$ cat config.mk
export PLATFORM = sky130hd
export DESIGN_NAME = vga_timing_gen
export DESIGN_NICKNAME = d
export VERILOG_FILES = /design/src/rtl/vga_timing_pkg.sv /design/src/rtl/sync_delay_line.sv /design/src/rtl/vga_timing_gen.sv
export SDC_FILE = /design/constraint.sdc
export NUM_CORES = 1
export LEC_CHECK = 0
export ABC_AREA = 1
export BUFFER_PORTS_ARGS = -buffer_cell sky130_fd_sc_hd__buf_2
export CORE_ASPECT_RATIO = 1.5
export CORE_MARGIN = 8
export CORE_UTILIZATION = 50
export DETAILED_ROUTE_END_ITERATION = 8
export PLACE_DENSITY = 0.87
export SYNTH_ARGS = -nofsm -noshare
export SYNTH_HDL_FRONTEND = slang
export SYNTH_SLANG_ARGS = --single-unit
$ cat constraint.sdc
create_clock -name Clk -period 1.7 [get_ports Clk]
set_input_delay 0.34 -clock Clk [delete_from_list [all_inputs] [get_ports Clk]]
set_output_delay 0.34 -clock Clk [all_outputs]
set_load 0.01 [all_outputs]
$ cat src/rtl/vga_timing_pkg.sv
// ============================================================================
// Module  : vga_timing_pkg
// Brief   : Shared 640x480@60 timing constants, pixel/sync types and bar colours
// Revision: 1.0
// ============================================================================
`default_nettype none

package vga_timing_pkg;

    localparam int VGA_H_VISIBLE = 640;
    localparam int VGA_H_FP      = 16;
    localparam int VGA_H_SYNC    = 96;
    localparam int VGA_H_BP      = 48;
    localparam int VGA_H_TOTAL   = VGA_H_VISIBLE + VGA_H_FP + VGA_H_SYNC + VGA_H_BP;

    localparam int VGA_V_VISIBLE = 480;
    localparam int VGA_V_FP      = 10;
    localparam int VGA_V_SYNC    = 2;
    localparam int VGA_V_BP      = 33;
    localparam int VGA_V_TOTAL   = VGA_V_VISIBLE + VGA_V_FP + VGA_V_SYNC + VGA_V_BP;

    localparam int VGA_PIPE_LAT  = 2;

    typedef struct packed {
        logic [7:0] r;
        logic [7:0] g;
        logic [7:0] b;
    } rgb_t;

    typedef struct packed {
        logic hs;
        logic vs;
        logic disp;
    } sync_t;

    localparam sync_t SYNC_IDLE = '{hs: 1'b1, vs: 1'b1, disp: 1'b0};
    localparam rgb_t  RGB_BLACK = '0;

    // Bars in order white, yellow, cyan, green, magenta, red, blue, black;
    // each primary is simply one inverted bit of the 80-px bar index.
    function automatic rgb_t bar_color(input logic [9:0] x);
        logic [2:0] idx;
        idx = 3'd0;
        for (int i = 1; i < 8; i++) begin
            if (x >= 10'(i * 80)) idx = 3'(i);
        end
        return '{r: {8{~idx[1]}}, g: {8{~idx[2]}}, b: {8{~idx[0]}}};
    endfunction

endpackage

`default_nettype wire

$ cat src/rtl/sync_delay_line.sv
// ============================================================================
// Module  : sync_delay_line
// Brief   : Enable-gated shift register of any type, sync reset to RST_VAL
// Revision: 1.0
// ============================================================================
`default_nettype none

module sync_delay_line #(
    parameter int  DEPTH   = 2,
    parameter type T       = logic,
    parameter T    RST_VAL = '0
) (
    input  logic clk,
    input  logic rst,
    input  logic i_en,
    input  T     i_d,
    output T     o_q
);

    T r_stage [DEPTH];

    always_ff @(posedge clk) begin
        if (rst) begin
            for (int i = 0; i < DEPTH; i++) r_stage[i] <= RST_VAL;
        end else if (i_en) begin
            r_stage[0] <= i_d;
            for (int i = 1; i < DEPTH; i++) r_stage[i] <= r_stage[i-1];
        end
    end

    assign o_q = r_stage[DEPTH-1];

endmodule

`default_nettype wire

$ cat src/rtl/vga_timing_gen.sv
// ============================================================================
// Module  : vga_timing_gen
// Brief   : Scan counters, 640x480 sync timing, pipeline-aligned VGA pins.
//           Build option VGA_TEST_PATTERN_EN adds test_mode (built-in bars).
// Revision: 1.0
// ============================================================================
`default_nettype none

module vga_timing_gen
    import vga_timing_pkg::*;
#(
    parameter int H_VISIBLE = VGA_H_VISIBLE,
    parameter int H_FP      = VGA_H_FP,
    parameter int H_SYNC    = VGA_H_SYNC,
    parameter int H_BP      = VGA_H_BP,
    parameter int V_VISIBLE = VGA_V_VISIBLE,
    parameter int V_FP      = VGA_V_FP,
    parameter int V_SYNC    = VGA_V_SYNC,
    parameter int V_BP      = VGA_V_BP,
    parameter int PIPE_LAT  = VGA_PIPE_LAT
) (
    input  logic       Clk,
    input  logic       Reset,
    input  logic       pix_en,
`ifdef VGA_TEST_PATTERN_EN
    input  logic       test_mode,
`endif
    input  logic [7:0] map_R,
    input  logic [7:0] map_G,
    input  logic [7:0] map_B,
    output logic [9:0] DrawX,
    output logic [9:0] DrawY,
    output logic       frame_start,
    output logic       VGA_HS,
    output logic       VGA_VS,
    output logic       VGA_BLANK_N,
    output logic       VGA_SYNC_N,
    output logic [7:0] VGA_R,
    output logic [7:0] VGA_G,
    output logic [7:0] VGA_B
);

    localparam logic [9:0] c_h_last     = 10'(H_VISIBLE + H_FP + H_SYNC + H_BP - 1);
    localparam logic [9:0] c_v_last     = 10'(V_VISIBLE + V_FP + V_SYNC + V_BP - 1);
    localparam logic [9:0] c_h_vis      = 10'(H_VISIBLE);
    localparam logic [9:0] c_v_vis      = 10'(V_VISIBLE);
    localparam logic [9:0] c_hs_start   = 10'(H_VISIBLE + H_FP);
    localparam logic [9:0] c_hs_end     = 10'(H_VISIBLE + H_FP + H_SYNC);
    localparam logic [9:0] c_vs_start   = 10'(V_VISIBLE + V_FP);
    localparam logic [9:0] c_vs_end     = 10'(V_VISIBLE + V_FP + V_SYNC);

    logic [9:0] r_x;
    logic [9:0] r_y;
    logic       r_frame_start;
    logic       r_hs;
    logic       r_vs;
    logic       r_blank_n;
    rgb_t       r_rgb;

    sync_t      w_raw;
    sync_t      w_dly;
    rgb_t       w_src;
    rgb_t       w_map;

    always_ff @(posedge Clk) begin
        if (Reset) begin
            r_x           <= '0;
            r_y           <= '0;
            r_frame_start <= 1'b0;
        end else begin
            r_frame_start <= 1'b0;
            if (pix_en) begin
                if (r_x == c_h_last) begin
                    r_x <= '0;
                    if (r_y == c_v_last) begin
                        r_y           <= '0;
                        r_frame_start <= 1'b1;
                    end else begin
                        r_y <= r_y + 10'd1;
                    end
                end else begin
                    r_x <= r_x + 10'd1;
                end
            end
        end
    end

    always_comb begin
        w_raw      = SYNC_IDLE;
        w_raw.hs   = !((r_x >= c_hs_start) && (r_x < c_hs_end));
        w_raw.vs   = !((r_y >= c_vs_start) && (r_y < c_vs_end));
        w_raw.disp = (r_x < c_h_vis) && (r_y < c_v_vis);
    end

    sync_delay_line #(
        .DEPTH   (PIPE_LAT),
        .T       (sync_t),
        .RST_VAL (SYNC_IDLE)
    ) u_sync_dly (
        .clk  (Clk),
        .rst  (Reset),
        .i_en (pix_en),
        .i_d  (w_raw),
        .o_q  (w_dly)
    );

    assign w_map = '{r: map_R, g: map_G, b: map_B};

`ifdef VGA_TEST_PATTERN_EN
    rgb_t w_pat_dly;

    // Bar colour is generated at counter time so it lines up with the sync path.
    sync_delay_line #(
        .DEPTH   (PIPE_LAT),
        .T       (rgb_t),
        .RST_VAL (RGB_BLACK)
    ) u_pat_dly (
        .clk  (Clk),
        .rst  (Reset),
        .i_en (pix_en),
        .i_d  (bar_color(r_x)),
        .o_q  (w_pat_dly)
    );

    assign w_src = test_mode ? w_pat_dly : w_map;
`else
    assign w_src = w_map;
`endif

    always_ff @(posedge Clk) begin
        if (Reset) begin
            r_hs      <= 1'b1;
            r_vs      <= 1'b1;
            r_blank_n <= 1'b0;
            r_rgb     <= RGB_BLACK;
        end else if (pix_en) begin
            r_hs      <= w_dly.hs;
            r_vs      <= w_dly.vs;
            r_blank_n <= w_dly.disp;
            r_rgb     <= w_dly.disp ? w_src : RGB_BLACK;
        end
    end

    assign DrawX       = r_x;
    assign DrawY       = r_y;
    assign frame_start = r_frame_start;
    assign VGA_HS      = r_hs;
    assign VGA_VS      = r_vs;
    assign VGA_BLANK_N = r_blank_n;
    assign VGA_SYNC_N  = 1'b0;
    assign VGA_R       = r_rgb.r;
    assign VGA_G       = r_rgb.g;
    assign VGA_B       = r_rgb.b;

endmodule

`default_nettype wire

==> results.cfg <==
[global_routing]
grt_pass1_vias = 2106
overflow = 0
grt_pass1_wl_mm = 9.67
grt_use_total_pct = 16.1
grt_max_degree = 28
antenna_found_initial = 0

[synth]
ys_seq_area_share_pct = 47.7
netlist_instances = 272
ys_types = 33
synth-edff-count = 6
synth_flop_cell = dfxtp_1
ys_ff_latch = 54
syn-cell-area_mm2 = 0.00239
yosysWarnings = 0
async_flop_share_pct = 0
avgSynthCellArea_um2 = 8.79
synth_nets = 304

[final_layout]
nets = 377
drive_above_1_share_pct = 29.8
syn2layout_area_growth_pct = 21.2
n_antenna_cell = 0

[timing]
hold_viol = 0
slew_viol_final = 0
tns_ns = 0
clock-skew-final_ns = 0.00583
worstMarginPinSlew_ns = 0.797
relSlewSlack_pct = 46.9
rsz0062_at_grt = no
period_share_pct = 88.3
fmax_mhz = 666
setup_viol = 0
period_minus_slack_ns = 1.50

[worst_setup_path]
cp_max_fo = 7
crit_type = reg -> reg
worstPathArrival_ns = 1.71
endpoint_kind = flop
start_kind = flop
required_ns = 1.90

[power]
seqPwrFrac_pct = 57.2
ir_drop_v = 0.000459
clkPwrFrac_pct = 36.4
combPwrFrac_pct = 6.4
swShare_pct = 22.4
power_switching_w = 0.000525
p_leak_nw = 1.34
p_total_w = 0.00235
intPower_w = 0.00182
pwr_density_cell_mw_per_mm2 = 810

[floorplanning]
start_util_pct = 50.5
core_mm2 = 0.00473
num_io_pins = 76
rows = 31
die_w_um = 72.5
dieArea_mm2 = 0.00729
die_y_um = 101

[detailed_routing]
drcViolationCount = 0
wl_per_cell_um = 14.1
drt-initial-drc-count = 130
ant_nets = 0
wirelength_mm = 5.80
routed_via_density = 5.19
vias = 2139
firstDrtPassIters = 4

[clock_tree]
post_cts_resized = 0
cts_made_buffers = 5
ctsHoldBuffers = 0
post-cts-setup-buffer-count = 0
clock_sinks = 54
htree_num_levels = 2
clockBufferDepth = 2
cts_root_buffer = clkbuf_8
tritoncts = yes
clkTransAtPathRegs_ns = 0.09
insertion_delay_ns = 0.30

[hold_path]
hold_path.class = in -> reg

[flow_run]
drv_cap = 0

[place]
gp_routability_congestion = 0.877
port_buffers = 74
hpwl_mm = 4.48

[run_status]
status = finished, final reports clean
layout by cell type (no fill, tap or decap), types with 2 or more instances in the layout:
cell type,n
a21oi_1,5
buf_2,74
nor2_1,36
clkbuf_8,5
nand2_4,2
dfxtp_1,48
buf_4,6
nand2_1,35
nor3_1,4
nand4_1,6
nor2_2,4
o21ai_0,5
ha_1,5
o22a_1,2
xor2_1,2
edfxtp_1,6
nor2_4,2
o2111ai_1,2
nor4_1,2
or2_2,2
a32o_1,24
nand3_1,26
nand2_2,2
inv_1,32
cell families (layout without fill, tap and decap cells):
kind of cell | count (synthesis) | count (layout) | synth area share, %
simple gates | 125 | 125 | 25.3
fa+ha+maj | 5 | 5 | 2.62
other cells | 1 | 1 | 0.157
compound gates | 39 | 39 | 14.0
xor+xnor | 2 | 2 | 0.733
flops | 54 | 54 | 47.7
buf+inv | 46 | 120 | 9.42
worst paths after layout:
path,start,endpoint,slack [ns],depth (start not counted)
setup / recovery,DrawX[1],DrawY[1],0.20,8
hold / removal,map_G[0],VGA_G[0],0.28,2
setup reg to reg,DrawX[1],DrawY[1],0.20,8
hold reg to reg,VGA_G[0],VGA_G[0],0.46,1
flip-flops by register name, summed over array words and instances (netlist names):
signal              flops
frame_start             1
VGA_HS                  1
DrawY                  10
u_sync_dly.r_stage      6
VGA_R                   8
VGA_VS                  1
DrawX                  10
VGA_BLANK_N             1
VGA_B                   8
VGA_G                   8
critical path, cell delays in order (launching register included):
cell     delay (ns)
dfxtp_1        0.40
ha_1           0.24
nand2_4        0.10
nor2_4         0.10
nand2_2        0.06
nor2_4         0.10
nand2_1        0.18
nand2_1        0.16
nor2_1         0.06
synth_stat cells, types with 2 or more instances:
library cell	count	share of area, %
a21oi_1	5	1.0
a32o_1	24	10
buf_2	7	1.5
buf_4	2	0.63
clkbuf_1	2	0.31
dfxtp_1	48	40
edfxtp_1	6	7.5
ha_1	5	2.6
inv_1	32	5.0
nand2_1	35	5.5
nand2_2	2	0.52
nand2_4	2	0.94
nand3_1	26	5.4
nand4_1	6	1.6
nor2_1	36	5.7
nor2_2	4	1.0
nor2_4	2	0.94
nor3_1	4	0.84
nor4_1	2	0.52
o2111ai_1	2	0.73
o21ai_0	5	1.0
o22a_1	2	0.73
or2_2	2	0.52
xor2_1	2	0.73
cell type report:
class | count | area, um^2
flip-flops and latches | 54 | 1140
fillers | 431 | 1840
repair buffers | 80 | 415
inverters | 32 | 120
well taps | 66 | 82.6
multi-input cells | 172 | 1020
clock inverters | 3 | 43.8
clock buffers | 5 | 68.8
power groups by stage:
stage               registers, W  logic (W)  clock network, W
global route             0.00135   0.000165          0.000926
CTS                      0.00134   0.000152          0.000874
global placement         0.00137   0.000148                 0
floorplan                0.00137  0.0000802                 0
finish                   0.00134   0.000149          0.000854
detailed placement       0.00137   0.000151                 0
stage by stage:
stage                     utilization [%]  hold slack (ns)  setup slack, ns  std cells  area [um^2]
after CTS                            61.2            0.276            0.197        412         2900
after floorplan                         -            0.451            0.291        272         2390
after detailed placement             58.8            0.447            0.190        404         2780
final                                61.2            0.282            0.198        412         2900
after global routing                 61.2            0.265           0.0427        412         2900
after global placement               58.8            0.440            0.267        404         2780
per-layer routing:
metal	up-vias	wire (um)	global-route usage [%]
met1	985	2260	17.4
met3	6	501	5.68
met5	-	0	0
met4	0	72	5.73
li1	1067	-	-
met2	81	2970	27.8
No activity file was read; power rests on OpenSTA's default activity.
